===== config.mk =====
export PLATFORM = sky130hd
export DESIGN_NAME = l2_line_adapter
export DESIGN_NICKNAME = d
export VERILOG_FILES = /design/src/rtl/l2_line_adapter.sv
export SDC_FILE = /design/constraint.sdc
export NUM_CORES = 1
export LEC_CHECK = 0
export CAP_MARGIN = 20
export CORE_ASPECT_RATIO = 1.1
export CORE_UTILIZATION = 30
export DETAILED_ROUTE_END_ITERATION = 8
export HOLD_SLACK_MARGIN = 0.1
export SLEW_MARGIN = 20
export SYNTH_ARGS = -nofsm -noshare
export SYNTH_HDL_FRONTEND = slang
export SYNTH_SLANG_ARGS = --single-unit

===== constraint.sdc =====
create_clock -name clk -period 2.3 [get_ports clk]
set_input_delay 0.575 -clock clk [delete_from_list [all_inputs] [get_ports clk]]
set_output_delay 0.575 -clock clk [all_outputs]
set_load 0.1 [all_outputs]

===== src/rtl/l2_line_adapter.sv =====
// Line-to-burst adapter: one 256-bit L2 line <-> BURSTS beats of BURST_WIDTH on the memory bus.
// Latency: request edge -> beats on the next BURSTS edges (resp_i stalls stretch this) -> resp_o pulse one cycle later.
// Backpressure: resp_i low holds the current beat; L2_ADAPTER_TIMEOUT_EN adds a watchdog that aborts with error_o.
module l2_line_adapter #(
    parameter int LINE_WIDTH  = 256,
    parameter int BURST_WIDTH = 64,
    parameter int ADDR_WIDTH  = 32,
    parameter int TIMEOUT     = 1024
) (
    input  logic                   clk,
    input  logic                   rst,
    input  logic [ADDR_WIDTH-1:0]  address_i,
    input  logic                   read_i,
    input  logic                   write_i,
    input  logic [LINE_WIDTH-1:0]  line_i,
    output logic [LINE_WIDTH-1:0]  line_o,
    output logic                   resp_o,
    output logic [ADDR_WIDTH-1:0]  address_o,
    output logic                   read_o,
    output logic                   write_o,
    input  logic [BURST_WIDTH-1:0] burst_i,
    output logic [BURST_WIDTH-1:0] burst_o,
    input  logic                   resp_i,
    output logic                   error_o
);

    localparam int BURSTS = LINE_WIDTH / BURST_WIDTH;
    localparam int CW     = (BURSTS > 1) ? $clog2(BURSTS) : 1;
    localparam int OFF    = $clog2(LINE_WIDTH / 8);
    localparam logic [CW-1:0] LAST = CW'(BURSTS - 1);

    typedef enum logic [2:0] {
        IDLE    = 3'd0,
        RD      = 3'd1,
        RD_DONE = 3'd2,
        WR      = 3'd3,
        WR_DONE = 3'd4
    } state_t;

    state_t                  state_q, state_d;
    logic [CW-1:0]           count_q, count_d;
    logic [ADDR_WIDTH-1:0]   addr_q, addr_d;
    logic [LINE_WIDTH-1:0]   wline_q, wline_d;
    logic [LINE_WIDTH-1:0]   line_q, line_d;
    logic [ADDR_WIDTH-1:0]   addr_aligned;
    logic                    active;
    logic                    timeout_hit;
    logic                    unused_addr_lsb;

    assign addr_aligned    = {address_i[ADDR_WIDTH-1:OFF], {OFF{1'b0}}};
    assign unused_addr_lsb = ^address_i[OFF-1:0];
    assign active          = (state_q == RD) || (state_q == WR);

`ifdef L2_ADAPTER_TIMEOUT_EN
    localparam int TW = $clog2(TIMEOUT + 1);

    logic [TW-1:0] timer_q, timer_d;
    logic          error_q, error_d;

    // A beat arriving on the limit edge wins over the watchdog.
    assign timeout_hit = active && !resp_i && (timer_q == TW'(TIMEOUT - 1));

    always_comb begin
        timer_d = '0;
        if (active && !resp_i) begin
            timer_d = timer_q + 1'b1;
        end
        error_d = error_q | timeout_hit;
    end

    always_ff @(posedge clk) begin
        if (rst) begin
            timer_q <= '0;
            error_q <= 1'b0;
        end else begin
            timer_q <= timer_d;
            error_q <= error_d;
        end
    end
`else
    logic unused_timeout;

    assign timeout_hit    = 1'b0;
    assign unused_timeout = (TIMEOUT != 0);
`endif

    always_ff @(posedge clk) begin
        if (rst) begin
            state_q <= IDLE;
        end else begin
            state_q <= state_d;
        end
    end

    always_comb begin
        state_d = state_q;
        case (state_q)
            IDLE: begin
                if (write_i) begin
                    state_d = WR;
                end else if (read_i) begin
                    state_d = RD;
                end
            end
            RD: begin
                if (timeout_hit || (resp_i && count_q == LAST)) begin
                    state_d = RD_DONE;
                end
            end
            WR: begin
                if (timeout_hit || (resp_i && count_q == LAST)) begin
                    state_d = WR_DONE;
                end
            end
            RD_DONE: state_d = IDLE;
            WR_DONE: state_d = IDLE;
            default: state_d = IDLE;
        endcase
    end

    always_comb begin
        read_o    = (state_q == RD);
        write_o   = (state_q == WR);
        resp_o    = (state_q == RD_DONE) || (state_q == WR_DONE);
        address_o = addr_q;
        line_o    = line_q;
        burst_o   = '0;
        if (state_q == WR) begin
            burst_o = wline_q[int'(count_q)*BURST_WIDTH +: BURST_WIDTH];
        end
`ifdef L2_ADAPTER_TIMEOUT_EN
        error_o   = error_q;
`else
        error_o   = 1'b0;
`endif
    end

    // Datapath: address/write line captured in IDLE, read beats merged into line_q.
    always_comb begin
        count_d = count_q;
        addr_d  = addr_q;
        wline_d = wline_q;
        line_d  = line_q;
        case (state_q)
            IDLE: begin
                count_d = '0;
                if (write_i || read_i) begin
                    addr_d = addr_aligned;
                end
                if (write_i) begin
                    wline_d = line_i;
                end
            end
            RD: begin
                if (resp_i) begin
                    line_d[int'(count_q)*BURST_WIDTH +: BURST_WIDTH] = burst_i;
                    count_d = (count_q == LAST) ? '0 : count_q + 1'b1;
                end
                if (timeout_hit) begin
                    count_d = '0;
                end
            end
            WR: begin
                if (resp_i) begin
                    count_d = (count_q == LAST) ? '0 : count_q + 1'b1;
                end
                if (timeout_hit) begin
                    count_d = '0;
                end
            end
            default: count_d = '0;
        endcase
    end

    always_ff @(posedge clk) begin
        if (rst) begin
            count_q <= '0;
            addr_q  <= '0;
            wline_q <= '0;
            line_q  <= '0;
        end else begin
            count_q <= count_d;
            addr_q  <= addr_d;
            wline_q <= wline_d;
            line_q  <= line_d;
        end
    end

endmodule

==> results of run 1 <==
-- state kept, by name, indices dropped and copies added (netlist names) --
register   count
line_o       256
wline_q      256
address_o     27
state_q        3
count_q        2
-- per-layer routing --
| metal | wire length, um | GRT usage | up-vias |
|---|---|---|---|
| met1 | 37580 | 0.2718 | 10430 |
| li1 | - | - | 10490 |
| met4 | 2676 | 0.07331 | 6 |
| met3 | 7336 | 0.05915 | 140 |
| met5 | 36 | 0 | - |
| met2 | 44550 | 0.3699 | 820 |
-- tightest hold or removal path, delay by kind of cell, from the launching register on --
family / cells / cell delay, ns
simple gates: 1 / 0.05
compound gates: 1 / 0.05
flops: 1 / 0.31
-- layout make-up --
class / instances / area share
Sequential cell: 544 / 0.3134
Tap cell: 1026 / 0.03690
Antenna cell: 13 / 0.0009350
Clock inverter: 20 / 0.008379
Timing Repair Buffer: 845 / 0.2632
Inverter: 3 / 0.0005035
Multi-Input combinational cell: 1855 / 0.3287
Clock buffer: 84 / 0.04801
-- through the flow --
stage	cell area [um2]	instances	setup WS, ns
after global placement	31800	4233	-0.04392
after CTS	34500	4360	-0.5901
after detailed placement	31800	4233	-0.05550
final	34790	4390	-0.5400
after floorplan	23470	2685	-0.07170
after global routing	34790	4389	-0.6161
-- logic make-up after synthesis --
group,count (synthesis),share of synthesized area
flops,544,0.4662
buf+inv,286,0.06422
fa+ha+maj,5,0.002678
mux,93,0.07413
simple gates,1235,0.2815
xor+xnor,1,0.0003750
other cells,1,0.0001605
compound gates,515,0.1107
-- where the power goes --
group          internal [mW]  total, mW  switching (mW)
registers               9.87       10.1           0.250
clock network           5.71       9.77            4.06
logic                   1.76       4.36            2.61
total                   17.3       24.2            6.92
-- path summary, 6_finish.rpt --
path | depth (start not counted) | endpoint | slack, ns | startpoint
worst min register to register | 2 | wline_q[65]$_SDFFE_PP0P_ | 0.45 | wline_q[65]$_SDFFE_PP0P_
worst min-delay path | 2 | wline_q[65]$_SDFFE_PP0P_ | 0.45 | wline_q[65]$_SDFFE_PP0P_
worst max-delay path | 5 | burst_o[26] | -0.54 | count_q[0]$_SDFFE_PP0P_
worst max register to register | 11 | line_o[174]$_SDFFE_PP0P_ | 0.07 | count_q[0]$_SDFFE_PP0P_
-- cell usage after synthesis (7+ instances only) --
| master | count | share of area |
|---|---|---|
| dfxtp_1 | 544 | 0.47 |
| nand2_1 | 475 | 0.076 |
| nand2b_1 | 311 | 0.083 |
| a21oi_1 | 257 | 0.055 |
| nand4_1 | 256 | 0.069 |
| o21ai_0 | 254 | 0.054 |
| clkbuf_1 | 149 | 0.024 |
| nor2b_1 | 65 | 0.017 |
| and3_1 | 64 | 0.017 |
| mux4_2 | 64 | 0.062 |
| buf_2 | 54 | 0.012 |
| nand2_2 | 40 | 0.011 |
| buf_6 | 34 | 0.016 |
| mux2i_1 | 29 | 0.012 |
| clkbuf_2 | 23 | 0.0049 |
| buf_4 | 14 | 0.0045 |
| buf_1 | 7 | 0.0011 |
-- what timing repair did --
item | in CTS | in global routing
endpoints found under the hold margin | 0 | 0
pin swaps | 29 | 9
cloned | 11 | 5
endpoints found under the setup margin | 127 | 165
buffers inserted | 12 | 14
resized for setup | 90 | 38
==> impl_metrics.py, run 1 <==
metrics = {
    "critical_path": {
        "arrival_ns": 2.26,
        "slowest_stage": "mux4_2",
        "cp.buffers_inverters": 3,
        "critPathMaxFanout": 8,
        "crit_path_end_kind": "output pin",
        "max_stage_delay_ns": 0.53,
        "crit_chain": "buf_12 -> buf_8 -> mux4_2 -> and3_2 -> buf_12",
        "required_ns": 1.73,
        "critPathTopFamily": "multiplexers",
        "worstSetupStartpointType": "flip-flop",
        "critPathKind": "reg2out",
        "cp_common_cell": "buf_12",
    },
    "clocking": {
        "clock-root-buffer": "clkbuf_16",
        "cts.sinks": 544,
        "cts_max_level": 2,
        "cts_hold_buf": 0,
        "cts_tree": "built",
        "clk_pin_slew_ns": 0.06,
        "cts_buffer_depth": 3,
        "clock_latency_ns": 0.64,
        "cts_made_buffers": 59,
    },
    "global_route": {
        "grt_pass1_wl_um": 134000,
        "grt_max_degree": 65,
        "grt_use_total": 0.2208,
        "overflow": 0,
        "antenna_found_initial": 16,
        "grt_pass1_vias": 21100,
    },
    "die": {
        "num_io_pins": 713,
        "start_util": 0.3053,
        "num_rows": 106,
        "dieArea_um2": 78990,
        "die_h_um": 294.7,
        "core_area_um2": 76530,
        "die_w_um": 268.1,
    },
    "sta": {
        "rsz0062_at_grt": "yes",
        "hold-worst-slack_ns": 0.4523,
        "maxSlewHeadroom": 0.5825,
        "period_needed_ns": 2.840,
        "finalClockSkew_ns": 0.02442,
        "hold_violations": 0,
        "maxSlewViolCount": 0,
        "fin_tns_setup_ns": -30.18,
        "fmax_ghz": 0.3521,
        "setup_viol": 64,
        "finalCritPeriodShare": 1.235,
        "fin_ws_ns": -0.5400,
        "worst_pin_slew_ns": 0.6249,
    },
    "power": {
        "ir_worst_vdd_mv": 0.5999,
        "p_per_area_nw_per_um2": 696.9,
        "p_leak_nw": 12.88,
        "power_mw": 24.25,
    },
    "drt": {
        "ant_nets": 0,
        "drc": 0,
        "drtIter0Drc": 1656,
        "via_per_inst": 4.986,
        "drt_pass1_iterations": 6,
        "drt_wl_total_um": 92170,
        "vias": 21890,
        "wl_per_cell_um": 21.00,
    },
    "status": {
        "violations": "negative setup slack",
        "run_status": "finished, violations left",
    },
    "synth": {
        "synth_warnings": 0,
        "synth_top_flop_cell": "dfxtp_1",
        "synth_cell_type_count": 39,
        "synth-edff-count": 0,
        "synth-async-reset-ratio": 0,
        "ys_seq_elements": 544,
        "syn_avg_cell_area_um2": 8.716,
        "synthCells": 2680,
        "syn_area_um2": 23360,
        "synth-seq-area-share": 0.4662,
    },
    "finish": {
        "utilization": 0.4546,
        "multi_input_area_um2": 11440,
        "final_cell_mix": "dfxtp_1 (540), nand2_1 (474), clkdlybuf4s50_1 (350)",
        "area_growth_pct": 48.94,
        "mostFrequentLayoutCell": "dfxtp_1",
        "fillers": 7487,
        "register_area_um2": 10900,
        "drive_gt1_frac": 0.2334,
        "nets": 3670,
    },
    "placement": {
        "place.gp.congestion": 0.8407,
        "place_hpwl_um": 60810,
        "portBuffers": 701,
    },
    "worst_hold_path": {
        "holdCritPathClass": "reg2reg",
    },
    "job": {
        "maxCapViolations": 0,
    },
}
No activity file was read; power rests on OpenSTA's default activity.
==> run 2: changes to the inputs <==
--- a/config.mk
+++ b/config.mk
@@ -6,7 +6,7 @@
 export NUM_CORES = 1
 export LEC_CHECK = 0
 export CAP_MARGIN = 20
-export CORE_ASPECT_RATIO = 1.1
+export CORE_ASPECT_RATIO = 1.5
 export CORE_UTILIZATION = 30
 export DETAILED_ROUTE_END_ITERATION = 8
 export HOLD_SLACK_MARGIN = 0.1
==> impl_metrics.py, run 2 (same netlist as run 1, synthesis figures left out) <==
metrics = {
    "status": {
        "run_status": "finished, violations left",
        "violations": "negative setup slack",
    },
    "drt": {
        "ant_nets": 0,
        "wl_per_cell_um": 21.04,
        "drt_pass1_iterations": 5,
        "drtIter0Drc": 1489,
        "drc": 0,
        "via_per_inst": 4.972,
        "vias": 21830,
        "drt_wl_total_um": 92370,
    },
    "placement": {
        "pre_cts_ws_ns": -0.01692,
        "place.gp.congestion": 0.8709,
        "portBuffers": 701,
        "placedCellCount": 4264,
        "place_hpwl_um": 64800,
    },
    "clocking": {
        "cts_buffer_depth": 3,
        "cts.sinks": 544,
        "clk_pin_slew_ns": 0.07,
        "clock_latency_ns": 0.62,
        "cts_tree": "built",
        "clock-root-buffer": "clkbuf_16",
        "cts_made_buffers": 54,
        "cts_max_level": 2,
        "cts_hold_buf": 0,
    },
    "finish": {
        "mostFrequentLayoutCell": "dfxtp_1",
        "final_cell_mix": "dfxtp_1 (539), nand2_1 (474), buf_4 (383)",
        "area_growth_pct": 47.38,
        "register_area_um2": 10910,
        "fillers": 7554,
        "nets": 3687,
        "drive_gt1_frac": 0.2381,
        "layoutNonFillerInstCount": 4391,
        "multi_input_area_um2": 11350,
    },
    "die": {
        "start_util": 0.3023,
        "die_h_um": 343.8,
        "num_rows": 125,
        "core_area_um2": 77260,
        "die_w_um": 229.8,
        "num_io_pins": 713,
        "dieArea_um2": 79010,
    },
    "job": {
        "maxCapViolations": 0,
    },
    "sta": {
        "hold_violations": 0,
        "maxSlewHeadroom": 0.4805,
        "finalCritPeriodShare": 1.232,
        "fin_ws_ns": -0.5346,
        "maxSlewViolCount": 0,
        "worst_pin_slew_ns": 0.7776,
        "setup_viol": 65,
        "finalClockSkew_ns": 0.04306,
        "fmax_ghz": 0.3528,
        "rsz0062_at_grt": "yes",
        "period_needed_ns": 2.835,
    },
    "power": {
        "p_per_area_nw_per_um2": 688.3,
        "seqPwrFrac": 0.427,
        "clkPwrFrac": 0.389,
        "p_leak_nw": 12.83,
        "power_mw": 23.70,
        "ir_worst_vdd_mv": 0.5644,
        "switchingPower_mw": 6.883,
        "p_comb_frac": 0.184,
        "p_int_mw": 16.81,
        "switching_share": 0.2905,
    },
    "global_route": {
        "grt_pass1_vias": 21390,
        "grt_pass1_wl_um": 135200,
        "grt_use_total": 0.2236,
        "antenna_found_initial": 10,
        "overflow": 0,
        "grt_max_degree": 107,
    },
    "critical_path": {
        "required_ns": 1.73,
        "critPathKind": "reg2out",
        "arrival_ns": 2.26,
        "crit_path_end_kind": "output pin",
        "critPathMaxFanout": 9,
        "worstSetupStartpointType": "flip-flop",
    },
    "worst_hold_path": {
        "holdCritPathClass": "reg2reg",
    },
}
-- run 2: cell types whose count changed in the layout (fill, tap and decap cells not counted), sizes merged --
| cell | change |
|---|---|
| bufinv | -2 |
| clkinvlp | +3 |
| inv | +4 |
| buf | +23 |
| diode | -7 |
| clkinv | -2 |
| clkbuf | -8 |
-- run 2: critical path, stage by stage (launching register included) --
cell	delay, ns
dfxtp_4	0.39
buf_12	0.17
buf_4	0.16
mux4_2	0.50
and3_2	0.25
buf_12	0.16
-- run 2: final cells by class --
type	count	area share
clock buffer	77	0.04528
multi-input combinational	1855	0.3296
timing repair buffer	867	0.2633
antenna	6	0.0004361
inverter	3	0.0003998
tap	1016	0.03692
sequential	544	0.3168
clock inverter	23	0.007269
-- run 2: through the flow --
step / hold slack, ns / util / TNS, ns / instance area (um2)
2_1_floorplan: 0.4331 / - / -0.07170 / 23470
3_3_place_gp: 0.4397 / 0.4146 / 0 / 32030
3_5_place_dp: 0.4453 / 0.4146 / -0.02097 / 32030
4_1_cts: 0.4244 / 0.4435 / -35.32 / 34270
5_1_grt: 0.4708 / 0.4456 / -35.59 / 34430
6_report: 0.4522 / 0.4456 / -29.98 / 34430
-- run 2: per-layer routing --
metal / vias to the layer above / track usage / wire length, um
li1: 10520 / - / -
met1: 10340 / 0.2637 / 36630
met3: 151 / 0.05454 / 6820
met4: 2 / 0.08320 / 3295
met5: - / 0 / 11
met2: 813 / 0.3901 / 45620
-- run 2: worst paths after layout --
kind,slack (ns),end,start,cells past startpoint
worst max-delay path,-0.53,burst_o[60],count_q[0]$_SDFFE_PP0P_,5
worst min-delay path,0.45,wline_q[161]$_SDFFE_PP0P_,wline_q[161]$_SDFFE_PP0P_,2
worst min register to register,0.45,wline_q[161]$_SDFFE_PP0P_,wline_q[161]$_SDFFE_PP0P_,2
worst max register to register,0.20,line_o[19]$_SDFFE_PP0P_,count_q[0]$_SDFFE_PP0P_,8
-- run 2: power by group through the flow --
stage                     sequential [mW]  clock [mW]  combinational [mW]
after global routing                 10.2        9.77                4.64
after detailed placement             10.3           0                4.20
after CTS                            10.1        9.45                4.37
after floorplan                      11.0           0                1.86
after global placement               10.3           0                4.19
final                                10.1        9.21                4.37
-- run 2: repair_timing --
action,in CTS,in global routing
pin swaps,26,10
buffers inserted,6,8
resized for setup,64,7
cloned,5,3
endpoints found under the setup margin,67,67
